===== config.mk =====
export PLATFORM = sky130hd
export DESIGN_NAME = calc_req_port
export DESIGN_NICKNAME = d
export VERILOG_FILES = /design/src/rtl/calc_pkg.sv /design/src/rtl/calc_expect.sv /design/src/rtl/calc_req_port.sv
export SDC_FILE = /design/constraint.sdc
export NUM_CORES = 1
export LEC_CHECK = 0
export ABC_AREA = 0
export CORE_ASPECT_RATIO = 0.5
export CORE_MARGIN = 4
export CORE_UTILIZATION = 35
export CTS_CLUSTER_DIAMETER = 50
export DETAILED_ROUTE_END_ITERATION = 6
export DONT_BUFFER_PORTS = 1
export PLACE_DENSITY_LB_ADDON = 0.25
export SKIP_LAST_GASP = 1
export SYNTH_ARGS = -nofsm -noshare
export SYNTH_HDL_FRONTEND = slang
export SYNTH_SLANG_ARGS = --single-unit

===== constraint.sdc =====
create_clock -name c_clk -period 2.5 [get_ports c_clk]
set_input_delay 0.5 -clock c_clk [delete_from_list [all_inputs] [get_ports c_clk]]
set_output_delay 0.5 -clock c_clk [all_outputs]
set_load 0.1 [all_outputs]

===== src/rtl/calc_pkg.sv =====
// Shared types for the calculator request port: command/response encodings and port FSM states.
package calc_pkg;
  localparam int CALC_W = 32;

  typedef enum logic [3:0] {
    CMD_NOP = 4'd0,
    CMD_ADD = 4'd1,
    CMD_SUB = 4'd2,
    CMD_SHL = 4'd5,
    CMD_SHR = 4'd6
  } cmd_e;

  typedef enum logic [1:0] {
    RESP_NONE = 2'd0,
    RESP_OK   = 2'd1,
    RESP_ERR  = 2'd2,
    RESP_INV  = 2'd3
  } resp_e;

  typedef enum logic [2:0] {
    ST_IDLE,
    ST_SEND1,
    ST_SEND2,
    ST_WAIT,
    ST_DONE
  } port_state_e;

  typedef struct packed {
    logic [3:0]        cmd;
    logic [CALC_W-1:0] op1;
    logic [CALC_W-1:0] op2;
  } calc_op_t;
endpackage


===== src/rtl/calc_expect.sv =====
// Combinational reference of the calculator result, used for response checking.
// Only present when CALC_PORT_CHECK_EN is defined.
`ifdef CALC_PORT_CHECK_EN
module calc_expect
  import calc_pkg::*;
(
  input  logic [3:0]        i_cmd,
  input  logic [CALC_W-1:0] i_op1,
  input  logic [CALC_W-1:0] i_op2,
  output resp_e             o_resp,
  output logic [CALC_W-1:0] o_data
);
  logic [CALC_W:0] w_sum;
  assign w_sum = {1'b0, i_op1} + {1'b0, i_op2};

  always_comb begin
    o_resp = RESP_NONE;
    o_data = '0;
    case (i_cmd)
      CMD_NOP: o_resp = RESP_NONE;
      CMD_ADD: begin
        if (w_sum[CALC_W]) o_resp = RESP_ERR;
        else begin
          o_resp = RESP_OK;
          o_data = w_sum[CALC_W-1:0];
        end
      end
      CMD_SUB: begin
        if (i_op1 < i_op2) o_resp = RESP_ERR;
        else begin
          o_resp = RESP_OK;
          o_data = i_op1 - i_op2;
        end
      end
      CMD_SHL: begin
        o_resp = RESP_OK;
        o_data = i_op1 << i_op2[4:0];
      end
      CMD_SHR: begin
        o_resp = RESP_OK;
        o_data = i_op1 >> i_op2[4:0];
      end
      default: o_resp = RESP_INV;
    endcase
  end
endmodule
`endif


===== src/rtl/calc_req_port.sv =====
// Per-channel request issuer: accepts {cmd,op1,op2}, drives the two-cycle request, waits for the
// channel response or a timeout, and returns the result. CALC_PORT_CHECK_EN adds result checking.
module calc_req_port
  import calc_pkg::*;
#(
  parameter int TIMEOUT = 10,
  parameter int CNT_W   = 4
) (
  input  logic              c_clk,
  input  logic              reset,
  input  logic              op_valid,
  output logic              op_ready,
  input  logic [3:0]        op_cmd,
  input  logic [CALC_W-1:0] op_data1,
  input  logic [CALC_W-1:0] op_data2,
  output logic [3:0]        req_cmd_out,
  output logic [CALC_W-1:0] req_data_out,
  input  logic [1:0]        calc_resp_in,
  input  logic [CALC_W-1:0] calc_data_in,
  output logic              rsp_valid,
  input  logic              rsp_ready,
  output logic [1:0]        rsp_resp,
  output logic [CALC_W-1:0] rsp_data,
  output logic              rsp_timeout,
  output logic [CNT_W-1:0]  rsp_cycles,
  output logic              rsp_mismatch
);
  port_state_e       r_state, w_nx_state;
  calc_op_t          r_op, w_nx_op;
  logic [CNT_W-1:0]  r_cnt, w_nx_cnt;
  logic              r_op_ready, w_nx_op_ready;
  logic [3:0]        r_req_cmd, w_nx_req_cmd;
  logic [CALC_W-1:0] r_req_data, w_nx_req_data;
  logic              r_rsp_valid, w_nx_rsp_valid;
  logic [1:0]        r_rsp_resp, w_nx_rsp_resp;
  logic [CALC_W-1:0] r_rsp_data, w_nx_rsp_data;
  logic              r_rsp_timeout, w_nx_rsp_timeout;
  logic [CNT_W-1:0]  r_rsp_cycles, w_nx_rsp_cycles;
  logic              r_rsp_mismatch, w_nx_rsp_mismatch;

  // What would be captured this cycle: a nonzero response with its data, or zeros on timeout.
  logic [1:0]        w_cap_resp;
  logic [CALC_W-1:0] w_cap_data;
  logic              w_mismatch;
  assign w_cap_resp = calc_resp_in;
  assign w_cap_data = (calc_resp_in != 2'd0) ? calc_data_in : '0;

`ifdef CALC_PORT_CHECK_EN
  resp_e             w_exp_resp;
  logic [CALC_W-1:0] w_exp_data;

  calc_expect u_expect (
    .i_cmd  (r_op.cmd),
    .i_op1  (r_op.op1),
    .i_op2  (r_op.op2),
    .o_resp (w_exp_resp),
    .o_data (w_exp_data)
  );

  // Data only matters when the model says OK; a timeout matches only a NOP (expected resp 0).
  assign w_mismatch = (w_cap_resp != w_exp_resp) ||
                      ((w_exp_resp == RESP_OK) && (w_cap_data != w_exp_data));
`else
  logic w_unused;
  assign w_unused   = ^{r_op.cmd, r_op.op1};
  assign w_mismatch = 1'b0;
`endif

  always_comb begin
    w_nx_state        = r_state;
    w_nx_op           = r_op;
    w_nx_cnt          = r_cnt;
    w_nx_op_ready     = r_op_ready;
    w_nx_req_cmd      = '0;
    w_nx_req_data     = '0;
    w_nx_rsp_valid    = r_rsp_valid;
    w_nx_rsp_resp     = r_rsp_resp;
    w_nx_rsp_data     = r_rsp_data;
    w_nx_rsp_timeout  = r_rsp_timeout;
    w_nx_rsp_cycles   = r_rsp_cycles;
    w_nx_rsp_mismatch = r_rsp_mismatch;
    case (r_state)
      ST_IDLE: begin
        if (op_valid && r_op_ready) begin
          w_nx_state    = ST_SEND1;
          w_nx_op       = '{cmd: op_cmd, op1: op_data1, op2: op_data2};
          w_nx_op_ready = 1'b0;
          w_nx_req_cmd  = op_cmd;
          w_nx_req_data = op_data1;
        end
      end
      ST_SEND1: begin
        w_nx_state    = ST_SEND2;
        w_nx_req_data = r_op.op2;
      end
      ST_SEND2: begin
        w_nx_state = ST_WAIT;
        w_nx_cnt   = '0;
      end
      ST_WAIT: begin
        w_nx_cnt = r_cnt + CNT_W'(1);
        // A response arriving on the last wait cycle still counts as a capture.
        if (calc_resp_in != 2'd0 || r_cnt == CNT_W'(TIMEOUT - 1)) begin
          w_nx_state        = ST_DONE;
          w_nx_rsp_valid    = 1'b1;
          w_nx_rsp_resp     = w_cap_resp;
          w_nx_rsp_data     = w_cap_data;
          w_nx_rsp_timeout  = (calc_resp_in == 2'd0);
          w_nx_rsp_cycles   = r_cnt;
          w_nx_rsp_mismatch = w_mismatch;
        end
      end
      ST_DONE: begin
        if (rsp_ready) begin
          w_nx_state     = ST_IDLE;
          w_nx_rsp_valid = 1'b0;
          w_nx_op_ready  = 1'b1;
        end
      end
      default: w_nx_state = ST_IDLE;
    endcase
  end

  always_ff @(posedge c_clk) begin
    if (reset) begin
      r_state        <= ST_IDLE;
      r_op           <= '0;
      r_cnt          <= '0;
      r_op_ready     <= 1'b1;
      r_req_cmd      <= '0;
      r_req_data     <= '0;
      r_rsp_valid    <= 1'b0;
      r_rsp_resp     <= '0;
      r_rsp_data     <= '0;
      r_rsp_timeout  <= 1'b0;
      r_rsp_cycles   <= '0;
      r_rsp_mismatch <= 1'b0;
    end else begin
      r_state        <= w_nx_state;
      r_op           <= w_nx_op;
      r_cnt          <= w_nx_cnt;
      r_op_ready     <= w_nx_op_ready;
      r_req_cmd      <= w_nx_req_cmd;
      r_req_data     <= w_nx_req_data;
      r_rsp_valid    <= w_nx_rsp_valid;
      r_rsp_resp     <= w_nx_rsp_resp;
      r_rsp_data     <= w_nx_rsp_data;
      r_rsp_timeout  <= w_nx_rsp_timeout;
      r_rsp_cycles   <= w_nx_rsp_cycles;
      r_rsp_mismatch <= w_nx_rsp_mismatch;
    end
  end

  assign op_ready     = r_op_ready;
  assign req_cmd_out  = r_req_cmd;
  assign req_data_out = r_req_data;
  assign rsp_valid    = r_rsp_valid;
  assign rsp_resp     = r_rsp_resp;
  assign rsp_data     = r_rsp_data;
  assign rsp_timeout  = r_rsp_timeout;
  assign rsp_cycles   = r_rsp_cycles;
  assign rsp_mismatch = r_rsp_mismatch;
endmodule


==> run metrics, run 1 <==
Worst Path Arrival 2000 ps; Worst EP required 2780 ps; leakage 0.002158 µW; critical path type flip-flop to flip-flop; initial antenna violation count 0; Post-Layout Cell Count 664; Tot GR Track Use 16.53%; EDFF count, synth 0; P&R area growth vs syn 32.47%; synthesized cell area 4232 µm²; Post-DP Area 4932 µm²; Least-Margin Pin Slew 644.7 ps; final layout net count 594; Vias 3,531; post-route ant nets 0; initial DRC count 271; setup violators final 0; ys async rst share 0%; DRT Pass-1 Iters 5; Die Y-Extent 85.75 µm; layout cells sized above 1 25.85%; drt wl/cell 17.55 µm; Yosys top cell by area dfxtp_1; Worst Skew 9.723 ps; r2r setup slk 780 ps; Yosys cell types 39; area share of the largest cell type after synthesis 54.88%; IO Pins 184; Yosys reg bits 116; H-tree depth 4; Max Freq 582.3 MHz; Core Rows 28; GP Congestion 0.7332; vias in the first global route 3,435; HPWL Detailed 7.573 mm; Power per Cell Area 990.2 nW/µm²; setup TNS 0 ps; Period Utilization, post-route 68.69%; Max-cap violations 0; first-pass GRT wire length 18.35 mm; number of gates resized after CTS 0; Max IR drop VDD 0.0004862 V; status finished clean; PortBufs 0; Seq/Total Area, Yosys 54.88%; CTS max path bufs 2; Post-Syn Nets 535; DRC viols 0; TritonCTS clock tree yes; vias per inst 5.318; Post-Synthesis Cells 427; slew margin rel. 57.02%; Slew Limit Fails 0; Final Hold Vio Count 0; YS warnings 0; Worst-Skew Late Latency 400 ps; fin crit period 1717 ps; clk root buf clkbuf_16; CP max FO 33; Primary FF master, synth dfxtp_1; Avg Inst Size Synth 9.910 µm²; Die Width 163.5 µm; Core Area 11,810 µm²; Placed Instances 632; RSZ-0062 raised after global routing false; # Post-CTS Setup Buffers 0; startpoint types flip-flop; dpl ws 798.8 ps; Area contributors post-synth dfxtp_1 (55%), a32o_1 (7.8%), a32oi_1 (6.6%); CP endpoint kind flip-flop; largest net degree at the start of global routing 66; initial core utilization 35.84%; Worst Hold Class input pin to flip-flop; drt total wl 11.65 mm; Clock transition at path regs 60 ps; Setup WS post-layout 782.7 ps; post-route cell area 5605 µm²; Die ar. 14,020 µm²; CTS hold repair buffers 0; CTS Buf Count 17; Ant. Diodes 0; total grt overflow 0; Sink Count 116
state kept, by name, indices dropped and copies added, names as in the netlist:
name and flops:
r_op 32, r_state 3, r_cnt 4, rsp_cycles 4
rsp_data 32, req_data_out 32, op_ready 1, req_cmd_out 4
rsp_timeout 1, rsp_resp 2, rsp_valid 1
worst paths after layout:
path | startpoint | end | cells after the start
hold / removal | reset | r_op[8] | 1
hold reg to reg | r_op[13] | r_op[13] | 2
setup reg to reg | r_state[1] | rsp_data[30] | 4
setup / recovery | r_state[1] | rsp_data[30] | 4
where the power goes:
group	switching [µW]	total [µW]	internal, µW
Sequential	53.2	2000	1950
Combinational	602	804	202
Clock	850	2740	1900
worst max-delay path: stages (launching register included):
cell and delay [ps]:
dfxtp_1 640, nand3b_4 200, a21o_1 290, buf_12 200, a32o_1 270
cell type report:
cell class	count	area [µm²]
clock inverters	13	230.2
fillers	1131	6201
flip-flops and latches	116	2322
well taps	165	206.4
repair buffers	88	710.7
inverters	4	15.01
multi-input cells	259	1678
clock buffers	19	442.9
cells by family after synthesis:
logic type / count (synthesis) / synth area share [%]
adder cells (fa/ha/maj): 2 / 0.5913
AO/OA/AOI/OAI: 150 / 25.04
buffers and inverters: 52 / 5.766
AND/OR/NAND/NOR: 103 / 12.92
flip-flops: 116 / 54.88
multiplexers: 3 / 0.7097
other: 1 / 0.08862
layout by cell type (no fill, tap or decap), drive strengths merged, types with 3 or more instances in the layout:
cell and instances:
clkinvlp 3, a32oi 32, bufinv 6, nor2 35, dfxtp 116, nand2 10, nor3b 8, buf 88
nand3 35, a32o 33, o21ai 35, clkinv 5, a21oi 43, clkbuf 19, mux2i 3, inv 3
nand3b 3
metal layers:
layer / routed length, µm / GRT usage, % / vias to the layer above
met1: 4802 / 19.79 / 1668
met4: 148 / 6.012 / 0
met2: 5556 / 26.13 / 138
li1: - / - / 1713
met3: 1145 / 7.921 / 12
met5: 0 / 0 / -
cell usage after synthesis, types with 2 or more instances:
cell type	n
buf_6	3
o31ai_1	2
a31o_2	2
a32oi_1	32
a21oi_1	43
inv_1	3
ha_1	2
o21ai_0	30
nand3_1	35
clkbuf_1	22
nand3b_1	2
nand2_1	10
a32o_1	33
mux2i_1	3
nor2_1	35
o21ai_1	5
buf_1	4
buf_2	18
dfxtp_1	116
nor4bb_1	2
nor3b_1	7
per-stage QoR:
stage	util, %	hold WS [ps]	total power (µW)
floorplan	-	447.4	2688
global placement	41.78	451.0	2839
detailed placement	41.78	450.1	2850
CTS	47.48	150.1	5620
global route	47.48	152.1	5771
finish	47.48	171.0	5551
Power figures use the tool's default switching activity.
==> run 2: changes to the inputs <==
- clock period: 2.5 -> 1.8 ns (I/O delays scaled with it)
==> run 2 against run 1 <==
  * Register-to-register slack worse by 520 ps
  * Largest cell class unchanged
  * Cell count increased by 0.60%
  * Total power rose by 27%
==> run metrics, run 2 (synthesis gave the netlist of run 1 again) <==
Final Hold Vio Count 0 (unchanged); P&R area growth vs syn 31.55% (was 32.47%); Clock transition at path regs 50 ps (was 60 ps); Tot GR Track Use 16.40% (was 16.53%); most common cell after layout, fill and taps aside dfxtp_1 (unchanged); H-tree depth 4 (unchanged); CTS hold repair buffers 0 (unchanged); fin crit period 1541 ps (was 1717 ps); IO Pins 184 (unchanged); # Post-CTS Setup Buffers 0 (unchanged); status finished clean (unchanged); Max IR drop VDD 0.0005815 V (was 0.0004862 V); Max-cap violations 0 (unchanged); reg2reg start r_cnt[0] (was r_state[1]); largest net degree at the start of global routing 66 (unchanged); initial antenna violation count 0 (unchanged); Sink Count 116 (unchanged); Slowest-stage cell, CP dfxtp_1 (unchanged); CTS Buf Count 17 (unchanged); filler instances 1,128 (was 1,131); DRC viols 0 (unchanged); startpoint types flip-flop (unchanged); CP endpoint kind flip-flop (unchanged); CP bufs+invs 1 (unchanged); clk root buf clkbuf_16 (unchanged); Worst Skew 7.417 ps (was 9.723 ps); Worst-Skew Late Latency 400 ps (about the same); drt wl/cell 17.21 µm (was 17.55 µm); Setup WS post-layout 259.1 ps (was 782.7 ps); number of gates resized after CTS 0 (unchanged); Post-DP Area 5001 µm² (was 4932 µm²); most frequent cells in the layout dfxtp_1 (115), buf_4 (85), a21oi_1 (43) (was dfxtp_1 (116), buf_4 (84), a21oi_1 (43)); dpl ws 284.9 ps (was 798.8 ps); initial DRC count 326 (was 271); Vias 3,551 (was 3,531); Slew Limit Fails 0 (unchanged); Power per Cell Area 1269 nW/µm² (was 990.2 nW/µm²); fin util 47.15% (was 47.48%); vias per inst 5.316 (was 5.318); CP max FO 31 (was 33); final layout net count 598 (was 594); drt total wl 11.49 mm (was 11.65 mm); vias in the first global route 3,565 (was 3,435); Largest delay share family, worst path compound AO/OA/AOI/OAI gates (was flip-flops); HPWL Detailed 7.425 mm (was 7.573 mm); reg2reg end rsp_data[7] (was rsp_data[30]); critical path type flip-flop to flip-flop (unchanged); Die Y-Extent 85.75 µm (unchanged); initial core utilization 35.84% (unchanged); post-route cell area 5567 µm² (was 5605 µm²); PortBufs 0 (unchanged); Worst EP required 2090 ps (was 2780 ps); Ant. Diodes 0 (unchanged); Post-Layout Cell Count 668 (was 664); setup violators final 0 (unchanged); GP Congestion 0.8124 (was 0.7332); first-pass GRT wire length 18.26 mm (was 18.35 mm); biggest cell delay along the critical path 420 ps (was 640 ps); Period Utilization, post-route 85.61% (was 68.69%); r2r setup slk 260 ps (was 780 ps); worst reg-to-reg path cell count 5 (was 4); Core Area 11,810 µm² (unchanged); min-delay src reset (unchanged); leakage 0.002140 µW (was 0.002158 µW); post-route ant nets 0 (unchanged); Worst Path Arrival 1830 ps (was 2000 ps); TritonCTS clock tree yes (unchanged); setup TNS 0 ps (unchanged); CTS max path bufs 2 (unchanged); total grt overflow 0 (unchanged); Max Freq 649.0 MHz (was 582.3 MHz); Hold Path Stages 1 (unchanged); RSZ-0062 raised after global routing false (unchanged); Placed Instances 636 (was 632); Min-Delay Endpoint r_op[10] (was r_op[8]); Die Width 163.5 µm (unchanged); crit-path cells ha_1, nand3b_1, a21o_1, buf_12, a32o_1 (was nand3b_4, a21o_1, buf_12, a32o_1); Die ar. 14,020 µm² (unchanged); DRT Pass-1 Iters 4 (was 5); layout cells sized above 1 26.44% (was 25.85%); Worst Hold Class input pin to flip-flop (unchanged); Core Rows 28 (unchanged)
-- run 2: layer usage --
metal  up-vias  global-route usage [%]  wire length [µm]
li1       1729                       -                 -
met1      1662                   19.16              4684
met2       152                   26.20              5347
met3         8                   8.113              1369
met4         0                   6.240                92
met5         -                       0                 0
-- run 2: worst reg2reg max path, stage by stage (launching register included) --
cell and delay, ps:
dfxtp_1 420, ha_1 180, nand3b_1 140, a21o_1 250, buf_12 170, a32o_1 280
-- run 2: through the flow --
stage | hold slack, ps | total power, µW
after floorplan | 447.4 | 3734
after global placement | 434.5 | 3962
after detailed placement | 437.3 | 3969
after CTS | 6.956 | 7166
after global routing | 9.335 | 7356
final | 32.13 | 7066
-- run 2: worst max path at each step --
stage / depth (start not counted) / startpoint / endpoint / slack (ps)
floorplan: 5 / op_ready / r_op[2] / 200
global placement: 5 / r_cnt[0] / rsp_data[6] / 330
detailed placement: 5 / r_cnt[0] / rsp_data[8] / 280
CTS: 5 / r_cnt[0] / rsp_data[7] / 270
global route: 4 / r_state[0] / req_cmd_out[2] / 130
finish: 5 / r_cnt[0] / rsp_data[7] / 260
-- run 2: final cells by class --
| class | count | area, µm² | share of cell area [%] |
|---|---|---|---|
| clock buffer | 23 | 488.0 | 8.766 |
| clock inverter | 9 | 77.57 | 1.394 |
| inverter | 4 | 15.01 | 0.2697 |
| multi-input combinational | 259 | 1678 | 30.14 |
| sequential | 116 | 2323 | 41.74 |
| tap | 165 | 206.4 | 3.709 |
| timing repair buffer | 92 | 778.2 | 13.98 |
-- run 2: where the power goes --
group | switching (µW) | internal (µW) | total [µW]
Clock | 1120 | 2030 | 3150
Sequential | 63.0 | 2710 | 2770
Combinational | 847 | 293 | 1140
==> run 3: changes to the inputs <==
- clock period: 1.8 -> 1.9 ns (I/O delays scaled with it)
==> run 3 against run 2 <==
  * Sequential cell count did not move
  * Fmax fell by 3.0%
  * Total power fell by 3.4%
  * Non-clock buffer count fell by 1
  * Critical path type unchanged
  * Largest power group unchanged
  * Highest routed layer unchanged
==> run metrics, run 3 (synthesis gave the netlist of run 1 again) <==
status finished clean (unchanged); r2r setup slk 310 ps (was 260 ps); initial antenna violation count 0 (unchanged); drt wl/cell 17.15 µm (was 17.21 µm); critical path type flip-flop to flip-flop (unchanged); Hold Slack 46.89 ps (was 32.13 ps); final layout net count 597 (was 598); Top Usage Layer GRT met2 (unchanged); min-delay src reset (unchanged); initial core utilization 35.84% (unchanged); CTS max path bufs 2 (unchanged); Core Area 11,810 µm² (unchanged); setup TNS 0 ps (unchanged); Slew Limit Fails 0 (unchanged); Max-cap violations 0 (unchanged); most frequent cells in the layout dfxtp_1 (115), buf_4 (88), a21oi_1 (43) (was dfxtp_1 (115), buf_4 (85), a21oi_1 (43)); Hold Path Stages 1 (unchanged); layout cells sized above 1 26.29% (was 26.44%); Max IR drop VDD 0.0005172 V (was 0.0005815 V); Worst Skew 8.282 ps (was 7.417 ps); Max Freq 629.4 MHz (was 649.0 MHz); P&R area growth vs syn 30.75% (was 31.55%); Core Rows 28 (unchanged); vias in the first global route 3,419 (was 3,565); TritonCTS clock tree yes (unchanged); startpoint types flip-flop (unchanged); Sink Count 116 (unchanged); most common cell after layout, fill and taps aside dfxtp_1 (unchanged); Die ar. 14,020 µm² (unchanged); Tot GR Track Use 16.29% (was 16.40%); PortBufs 0 (unchanged); CP max FO 35 (was 31); Period Utilization, post-route 83.62% (was 85.61%); DRT Pass-1 Iters 4 (unchanged); HPWL Detailed 7.342 mm (was 7.425 mm); H-tree depth 4 (unchanged); drt total wl 11.44 mm (was 11.49 mm); RSZ-0062 raised after global routing false (unchanged); reg2reg start r_cnt[0] (unchanged); initial DRC count 295 (was 326); leakage 0.002142 µW (was 0.002140 µW); CP startpoint r_cnt[0] (unchanged); worst reg-to-reg path cell count 5 (unchanged); Worst-Skew Late Latency 400 ps (about the same); met3 usage 8.209% (was 8.113%); largest net degree at the start of global routing 66 (unchanged); GP Congestion 0.7813 (was 0.8124); Worst EP required 2180 ps (was 2090 ps); Die Y-Extent 85.75 µm (unchanged); reg2reg end rsp_data[7] (unchanged); clk root buf clkbuf_16 (unchanged); setup violators final 0 (unchanged); DRC viols 0 (unchanged); IO Pins 184 (unchanged); fin crit period 1589 ps (was 1541 ps); Min-Delay Endpoint r_op[8] (was r_op[10]); Die Width 163.5 µm (unchanged); Worst Path Arrival 1870 ps (was 1830 ps); Worst Hold Class input pin to flip-flop (unchanged); post-route ant nets 0 (unchanged); Ant. Diodes 0 (unchanged); Vias 3,547 (was 3,551); met2 usage 24.74% (was 26.20%); number of gates resized after CTS 0 (unchanged); # Post-CTS Setup Buffers 0 (unchanged); vias per inst 5.318 (was 5.316); Clock transition at path regs 50 ps (about the same); Final Hold Vio Count 0 (unchanged); met1 usage 20.29% (was 19.16%); first-pass GRT wire length 17.96 mm (was 18.26 mm); total grt overflow 0 (unchanged); CP endpoint kind flip-flop (unchanged); Power per Cell Area 1234 nW/µm² (was 1269 nW/µm²); CTS Buf Count 17 (unchanged); CTS hold repair buffers 0 (unchanged)
## run 3: power by group
group / switching, µW / internal, µW
Sequential: 61.6 / 2570
Combinational: 796 / 265
Clock: 1080 / 2060
## run 3: how the worst max path moves through the flow
stage                        endpoint  slack [ps]  cells past startpoint
final                     rsp_data[7]         310                      5
after global routing      rsp_data[7]         190                      4
after CTS                 rsp_data[7]         320                      5
after detailed placement  rsp_data[7]         320                      5
after global placement    rsp_data[6]         390                      5
after floorplan               r_op[2]         300                      5
## run 3: cell type report
class,count,area (µm²)
sequential,116,2323
multi-input combinational,259,1678
fill,1141,6274
tap,165,206.4
clock buffer,23,488.0
clock inverter,9,101.3
timing repair buffer,91,720.7
inverter,4,15.01
## run 3: worst max-delay path: stages (launching register included)
cell and delay [ps]:
dfxtp_1 410, ha_1 180, nand3b_1 140, a21o_1 270
buf_12 190, a32o_1 280
## run 3: metrics by stage
step / instance area, µm² / setup slack, ps / power [µW] / std cells / util, %
2_1_floorplan: 4233 / 305.0 / 3537 / 427 / -
3_3_place_gp: 4943 / 386.6 / 3739 / 635 / 41.87
3_5_place_dp: 4943 / 322.2 / 3745 / 635 / 41.87
4_1_cts: 5533 / 318.3 / 6920 / 667 / 46.86
5_1_grt: 5533 / 187.6 / 7108 / 667 / 46.86
6_report: 5533 / 311.3 / 6826 / 667 / 46.86
## run 3: metal layers
metal / up-vias / wire length (µm)
li1: 1726 / -
met1: 1691 / 4933
met2: 121 / 5231
met3: 9 / 1177
met4: 0 / 99
met5: - / 0
